### config.mk
export PLATFORM = sky130hd
export DESIGN_NAME = if_stage
export DESIGN_NICKNAME = d
export VERILOG_FILES = /design/src/rtl/if_stage.sv
export SDC_FILE = /design/constraint.sdc
export NUM_CORES = 1
export LEC_CHECK = 0
export ABC_AREA = 1
export CAP_MARGIN = 0
export CORE_MARGIN = 4
export CORE_UTILIZATION = 57
export DETAILED_ROUTE_END_ITERATION = 8
export PLACE_DENSITY = 0.95
export RECOVER_POWER = 100
export SYNTH_ARGS = -nofsm -noshare
export SYNTH_HDL_FRONTEND = slang
export SYNTH_SLANG_ARGS = --single-unit
### constraint.sdc
create_clock -name clk -period 4.7 [get_ports clk]
set_input_delay 0.94 -clock clk [delete_from_list [all_inputs] [get_ports clk]]
set_output_delay 0.94 -clock clk [all_outputs]
set_load 0.005 [all_outputs]
### src/rtl/if_stage.sv
// -----------------------------------------------------------------------------
// if_stage: instruction fetch stage, directly upstream of decode.
//
// Fetches 32-bit words over a req/gnt/rvalid memory interface with at most one
// transaction outstanding. Fetched words are buffered with their PCs in a
// DEPTH-entry FIFO whose head is presented to decode. A branch from execute
// flushes the FIFO, redirects the fetch PC and cancels any in-flight access.
//
// Ports:
//   clk              clock, rising edge
//   resetn_i         asynchronous active-low reset
//   imem_req_o       fetch request (held until granted)
//   imem_addr_o      fetch address, word-aligned
//   imem_gnt_i       request accepted this cycle
//   imem_rvalid_i    response data valid
//   imem_rdata_i     response instruction word
//   valid_o          FIFO head valid for decode
//   instr_o          head instruction (0 when empty)
//   pc_o             head PC (0 when empty)
//   notify_i         decode consumed the head this cycle
//   branch_i         redirect request from execute
//   branch_target_i  redirect PC, bits [1:0] ignored
// -----------------------------------------------------------------------------
module if_stage #(
    parameter logic [31:0] BOOT_ADDR = 32'h0000_0000,
    parameter int unsigned DEPTH     = 2
) (
    input  logic        clk,
    input  logic        resetn_i,
    output logic        imem_req_o,
    output logic [31:0] imem_addr_o,
    input  logic        imem_gnt_i,
    input  logic        imem_rvalid_i,
    input  logic [31:0] imem_rdata_i,
    output logic        valid_o,
    output logic [31:0] instr_o,
    output logic [31:0] pc_o,
    input  logic        notify_i,
    input  logic        branch_i,
    input  logic [31:0] branch_target_i
);

    localparam int unsigned PtrW = (DEPTH > 1) ? $clog2(DEPTH) : 1;
    localparam int unsigned CntW = $clog2(DEPTH + 1);
    localparam logic [CntW-1:0] Full = CntW'(DEPTH);

    typedef enum logic [1:0] {
        StIdle,
        StReq,
        StWait,
        StDrop
    } state_t;

    state_t            r_state;
    logic [31:0]       r_fetch_pc;
    logic [31:0]       r_issued_pc;

    logic [31:0]       r_pc_mem    [DEPTH];
    logic [31:0]       r_instr_mem [DEPTH];
    logic [PtrW-1:0]   r_wptr;
    logic [PtrW-1:0]   r_rptr;
    logic [CntW-1:0]   r_count;

    logic              w_pop;
    logic              w_push;
    logic [CntW-1:0]   w_count_after;
    logic [31:0]       w_target;

    // A branch discards both the pop and the push of its cycle.
    always_comb begin
        w_target      = {branch_target_i[31:2], 2'b00};
        w_pop         = notify_i & (r_count != '0) & ~branch_i;
        w_push        = (r_state == StWait) & imem_rvalid_i & ~branch_i;
        w_count_after = r_count + CntW'(w_push) - CntW'(w_pop);
    end

    // Fetch FSM. Requests are only issued with no transaction outstanding, so
    // room in REQ guarantees the eventual response finds a free entry.
    always_ff @(posedge clk or negedge resetn_i) begin
        if (!resetn_i) begin
            r_state     <= StReq;
            r_fetch_pc  <= BOOT_ADDR;
            r_issued_pc <= BOOT_ADDR;
        end else if (branch_i) begin
            r_fetch_pc <= w_target;
            unique case (r_state)
                StIdle:  r_state <= StReq;
                StReq:   r_state <= imem_gnt_i    ? StDrop : StReq;
                StWait:  r_state <= imem_rvalid_i ? StReq  : StDrop;
                StDrop:  r_state <= imem_rvalid_i ? StReq  : StDrop;
                default: r_state <= StReq;
            endcase
        end else begin
            unique case (r_state)
                StIdle: begin
                    if (w_count_after != Full) begin
                        r_state <= StReq;
                    end
                end
                StReq: begin
                    if (imem_gnt_i) begin
                        r_state     <= StWait;
                        r_issued_pc <= r_fetch_pc;
                        r_fetch_pc  <= r_fetch_pc + 32'd4;
                    end
                end
                StWait: begin
                    if (imem_rvalid_i) begin
                        r_state <= (w_count_after != Full) ? StReq : StIdle;
                    end
                end
                StDrop: begin
                    // Response of a cancelled access: discard it.
                    if (imem_rvalid_i) begin
                        r_state <= StReq;
                    end
                end
                default: r_state <= StReq;
            endcase
        end
    end

    // Fetch buffer; DEPTH is a power of two so the pointers wrap naturally.
    always_ff @(posedge clk or negedge resetn_i) begin
        if (!resetn_i) begin
            r_pc_mem    <= '{default: '0};
            r_instr_mem <= '{default: '0};
            r_wptr      <= '0;
            r_rptr      <= '0;
            r_count     <= '0;
        end else if (branch_i) begin
            r_wptr  <= '0;
            r_rptr  <= '0;
            r_count <= '0;
        end else begin
            if (w_push) begin
                r_pc_mem[r_wptr]    <= r_issued_pc;
                r_instr_mem[r_wptr] <= imem_rdata_i;
                r_wptr              <= r_wptr + PtrW'(1);
            end
            if (w_pop) begin
                r_rptr <= r_rptr + PtrW'(1);
            end
            r_count <= w_count_after;
        end
    end

    // Request is masked during reset since the state already sits in REQ.
    always_comb begin
        imem_req_o  = resetn_i & (r_state == StReq);
        imem_addr_o = r_fetch_pc;
        valid_o     = (r_count != '0);
        instr_o     = valid_o ? r_instr_mem[r_rptr] : 32'h0;
        pc_o        = valid_o ? r_pc_mem[r_rptr]    : 32'h0;
    end

endmodule

# --- Word-level counts from Yosys, hierarchy flattened ---
# Cells that the tools add are included.
word_totals:
  elab_cells: 76
  in_bits: 70
  output_inout_bits: 98
  register_bits: 198
classes:
  reduce_logical: 12
  eq_ne: 8
  add_sub_neg: 5
  bitwise_logic: 8
  mux: 30
  magnitude_cmp: 3
ops:
  columns: ["operator", "n"]
  rows:
  - ["2-to-1 mux 32 bit", 12]
  - ["bitwise mux 64 bit", 2]
  - ["adder 32 x 3 -> 32 bit, second input constant", 1]
  - ["demux 32 bit (select 1 bit)", 1]
  - ["2-to-1 mux 2 bit", 8]
  - ["!= test 3 bit, second input constant", 4]
  - ["nonzero test 2 bit", 5]
  - ["case mux 2 bit (4 select lines)", 1]
  - ["case mux 2 bit (3 select lines)", 1]
  - ["AND 1 bit", 5]
  - ["2-to-1 mux 1 bit", 5]
  - ["== test 2 bit, second input constant", 2]
  - ["greater-or-equal comparator 2 bit, second input constant", 2]
  - ["NOT 1 -> 2 bit", 2]
  - ["AND reduction 2 bit", 2]
  - ["AND reduction 4 bit", 1]
  - ["AND reduction 3 bit", 1]
  - ["adder 1 bit, second input constant", 2]
  - ["adder 2 x 1 -> 2 bit", 1]
  - ["== test 2 x 1 -> 1 bit, second input constant", 1]
  - ["zero test 2 bit", 1]
  - ["less-than comparator 2 x 1 -> 1 bit, second input constant", 1]
  - ["!= test 2 bit, second input constant", 1]
  - ["OR reduction 2 bit", 1]
  - ["3 further kinds", 3]

# --- Depth between registers and ports, before layout ---
depth:
  depth_word: 10
  mapped_depth: 13
  ltp_nobuf: 13

# --- Worst setup path before layout ---
# OpenSTA, ideal clock, no wires.
synth_path:
  path_type: "in2reg"
  from: "input branch_i"
  to: "register r_state[0]"
  cell_stages: 12
  t_arrival_ns: 2.417
  setup_slack_ns: 2.197
  path_buffers: 2
  required_ns: 4.614
  cell_sequence: "buf_4 -> clkbuf_1 -> nor2_1 -> ha_1 -> inv_1 -> ha_1 -> xnor2_1 -> inv_1 -> nand2_1 -> nand3_1 -> nor3_1 -> nor2_1"
synth_between:
  elab_chain_len: 9
  word_cells_on_any_way: 15
  cone_classes: "2 x add/sub; 5 x eq/ne; 4 x mux; 3 x bitwise; 1 x reduce/logical"
synth_lines:
  columns: ["item", "line", "source"]
  rows:
  - ["start: declaration", "39", "input logic branch_i,"]
  - ["NOT 1 bit (no source line)", null, null]
  - ["AND 1 bit", "73", "w_push = (r_state == StWait) & imem_rvalid_i & ~branch_i;"]
  - ["adder 2 x 1 -> 2 bit", "74", "w_count_after = r_count + CntW'(w_push) - CntW'(w_pop);"]
  - ["subtractor 2 x 1 -> 2 bit", "74", null]
  - ["!= test 2 bit", "96, 109", null]
  - ["2-to-1 mux 1 bit", "109", "r_state <= (w_count_after != Full) ? StReq : StIdle;"]
  - ["2-to-1 mux 2 bit", "108", "if (imem_rvalid_i) begin"]
  - ["case mux 2 bit (4 select lines)", "94", "unique case (r_state)"]
  - ["2-to-1 mux 2 bit", "84", "end else if (branch_i) begin"]
  - ["end signal: assignment", "87", "StIdle: r_state <= StReq;"]
  - ["end signal: assignment", "97", "r_state <= StReq;"]
  - ["end signal: assignment", "109", null]
  - ["end: declaration", "54", "state_t r_state;"]
# Several ways; a longest one is shown, not always the timed one. The select of a mux whose other input is x is not followed.
# A chain may end at the register's enable or synchronous reset.

# --- Worst setup path in the final report ---
layout_path:
  from: "register r_count[1]"
  to: "output instr_o[24]"
layout_between:
  elab_chain_len: 2
layout_lines:
  columns: ["item", "line", "source"]
  rows:
  - ["start: declaration", "62", "logic [CntW-1:0] r_count;"]
  - ["start signal: assignment", "144", "r_count <= w_count_after;"]
  - ["nonzero test 2 bit", "152", "valid_o = (r_count != '0);"]
  - ["2-to-1 mux 32 bit", "153", "instr_o = valid_o ? r_instr_mem[r_rptr] : 32'h0;"]
  - ["end: declaration", "36", "output logic [31:0] instr_o,"]
# Every way passes these cells.

==> results.py <==
metrics = {
    "placed_design": {
        "pre_cts_slack_ns": 1.05,
        "routabilityCongestion": 0.902,
        "portBuffers": 161,
        "place_inst": 1501,
        "place_area_mm2": 0.0109,
        "dp_hpwl_mm": 16.2,
    },
    "cts": {
        "cts_setup_buffers": 0,
        "tritoncts": "built",
        "cts.repair.resized": 0,
        "clock_sinks": 190,
        "cts.clk_slew.worst_paths_ns": 0.06,
        "cts-htree-levels": 4,
        "cts_buffer_depth": 2,
        "hold_buffers": 0,
        "insertion_delay_ns": 0.43,
        "cts_buffers": 17,
        "root_buffer": "clkbuf_16",
    },
    "logic_synthesis": {
        "synth_seq_cells": 190,
        "ys_top_cells_by_area": "dfrtp_1 51%, nand2_1 11%, o21ai_0 9.9%",
        "ys_seq_area_share_pct": 51.0,
        "syn_area_mm2": 0.00933,
        "postSynthCellCount": 1177,
        "avgSynthCellArea_um2": 7.93,
        "synth_top_area_share_pct": 50.7,
        "ys.warnings.count": 0,
        "synth_cell_types": 36,
        "yosysTopAreaCell": "dfrtp_1",
    },
    "min_path": {
        "hold_class": "flop to flop",
    },
    "sta": {
        "final-hold-violation-count": 0,
        "tightest_slew_ns": 2.47,
        "slew_viol_final": 207,
        "setup_ws_ns": 0.421,
        "setup_violations": 0,
        "slew_headroom_pct": -65.3,
        "max_freq_mhz": 234,
        "rsz0062_at_grt": "no",
        "fin_crit_sh_pct": 91.0,
        "fin_skew_ns": 0.0113,
        "setup_tns_ns": 0,
        "min_period_ns": 4.28,
    },
    "cells_and_area": {
        "fin_area_mm2": 0.0114,
        "area_delta_synth_final_pct": 22.5,
        "stdcell_count": 1535,
        "drive_gt1_share_pct": 5.01,
        "nets": 1377,
    },
    "worst_setup_path": {
        "critPathMaxFanout": 43,
        "worst-setup-path-type": "flop to primary output",
        "cp-end-kind": "primary output",
        "start_kind": "flop",
        "required_ns": 3.76,
        "crit_arrival_ns": 3.34,
    },
    "floorplan": {
        "core_area_mm2": 0.0159,
        "pin_count": 168,
        "num_rows": 46,
        "die_area_mm2": 0.0185,
        "die-width_um": 136,
        "die_h_um": 136,
        "start_util_pct": 58.5,
    },
    "pwr": {
        "p_switching_mw": 1.45,
        "p_int_mw": 3.26,
        "power_frac_seq_pct": 50.7,
        "switching_share_pct": 30.8,
        "leakagePower_nw": 5.53,
        "pwr-share-comb_pct": 19.5,
        "p_per_area_mw_per_mm2": 412,
        "pwr-share-clk_pct": 29.8,
        "max-vdd-ir-drop_uv": 273,
    },
    "global_routing": {
        "grt_pass1_vias": 8131,
        "antenna_found_initial": 0,
        "grt_pass1_wl_mm": 39.8,
        "overflow": 0,
        "grt_max_degree": 85,
        "track_usage_pct": 27.1,
    },
    "drt": {
        "route.detailed.drc": 0,
        "drt_iter0_drc": 762,
        "antenna_left": 0,
        "wirelength_mm": 24.4,
        "drtPass1Iterations": 6,
        "routedWlPerCell_um": 15.9,
        "avgViaCountPerCell": 5.51,
        "vias": 8459,
    },
    "run_status": {
        "violations": "capacitance limit, slew limit",
        "outcome": "complete, but fails checks",
    },
    "flow_run": {
        "drv_cap": 4,
    },
}
worst paths after layout:
kind,startpoint,to,slack [ns],depth (start not counted)
worst max-delay path,r_count[1],instr_o[24],0.42,6
worst min-delay path,r_pc_mem[52],r_pc_mem[52],0.48,2
worst max register to register,r_state[0],imem_addr_o[23],1.01,7
worst min register to register,r_pc_mem[52],r_pc_mem[52],0.48,2
max in group asynchronous,resetn_i,r_instr_mem[42],0.98,3
min in group asynchronous,resetn_i,r_instr_mem[1],0.50,1
power by group through the flow:
stage          Clock, mW  Combinational, mW  Sequential (mW)
6_report            1.40              0.919             2.39
5_1_grt             1.49               1.06             2.44
4_1_cts             1.42              0.966             2.38
3_5_place_dp           0              0.944             2.40
3_3_place_gp           0              0.885             2.36
2_1_floorplan          0              0.606             2.31
placed cells by master (no fill, tap or decap), types with 2 or more instances in the layout:
cell type and n:
nor2_1 73, clkinv_4 2, dfrtp_1 188, clkdlybuf4s50_1 66, nor2_4 4, o21ai_0 225
xor2_1 4, conb_1 4, clkbuf_16 17, nand2_2 6, nand2_1 270, ha_1 3
dlygate4sd3_1 94, clkbuf_1 3, diode_2 2, nor2_2 6, buf_4 3, clkinvlp_4 4
o211ai_1 5, buf_12 2, o21ai_1 5, nand3b_1 3, nor3_1 6, clkbuf_8 4
inv_1 172, nand3_1 35, nand4_1 9, a21oi_1 78, nand3_2 4, o21bai_1 2
clkbuf_2 6
worst max-delay path, stage by stage (launching register included):
cell and delay [ns]:
dfrtp_1 0.39, nor2_1 0.13, clkinv_1 0.93, clkbuf_2 0.58, o21ai_0 0.19, a21oi_1 0.07, dlygate4sd3_1 0.62
state kept, by name, indices dropped and copies added (netlist names):
register     count
imem_addr_o     30
r_count          2
r_instr_mem     64
r_issued_pc     30
r_pc_mem        60
r_rptr           1
r_state          2
r_wptr           1
through the flow:
stage / hold slack (ns) / power (mW) / util, %
CTS: 0.484 / 4.76 / 72.1
global placement: 0.459 / 3.25 / 68.5
finish: 0.478 / 4.71 / 71.7
global route: 0.504 / 4.99 / 71.7
detailed placement: 0.468 / 3.34 / 68.5
floorplan: 0.448 / 2.92 / -
routing by layer:
layer  track usage [%]  vias to the layer above  part of all wire (%)
li1                  -                     3986                     -
met1              36.0                     4025                    41
met2              44.1                      398                    49
met3              6.29                       50                   7.6
met4              9.74                        0                   2.2
met5                 0                        -                     0
Yosys cell counts, drive strengths merged:
cell type	n
dfrtp	189
o21a	1
conb	1
clkinv	2
nor4	1
dfstp	1
inv	173
a21oi	78
nand2	276
xnor2	1
nand4	9
nor2	83
o21bai	2
o41ai	1
o211ai	5
ha	3
nand3	39
xor2	4
clkbuf	31
nand3b	3
o21ai	230
or2	1
o22ai	1
nor3	6
buf	36
cell type report:
cell class | instances | area [um2]
diodes | 2 | 5.00
clock buffers | 24 | 492
clock inverters | 8 | 82.6
fillers | 1148 | 4510
inverters | 175 | 661
multi-input cells | 748 | 3460
flip-flops and latches | 190 | 4760
well taps | 216 | 270
repair buffers | 172 | 1710
cells by family after synthesis:
group	share of synthesized area [%]
other	0.0402
buffers and inverters	11.6
AOI/OAI and AO/OA	17.3
adders and majority gates	0.402
DFF	51.0
xor gates and xnor gates	0.469
and+or+nand+nor	19.2
No activity file was read; power rests on OpenSTA's default activity.
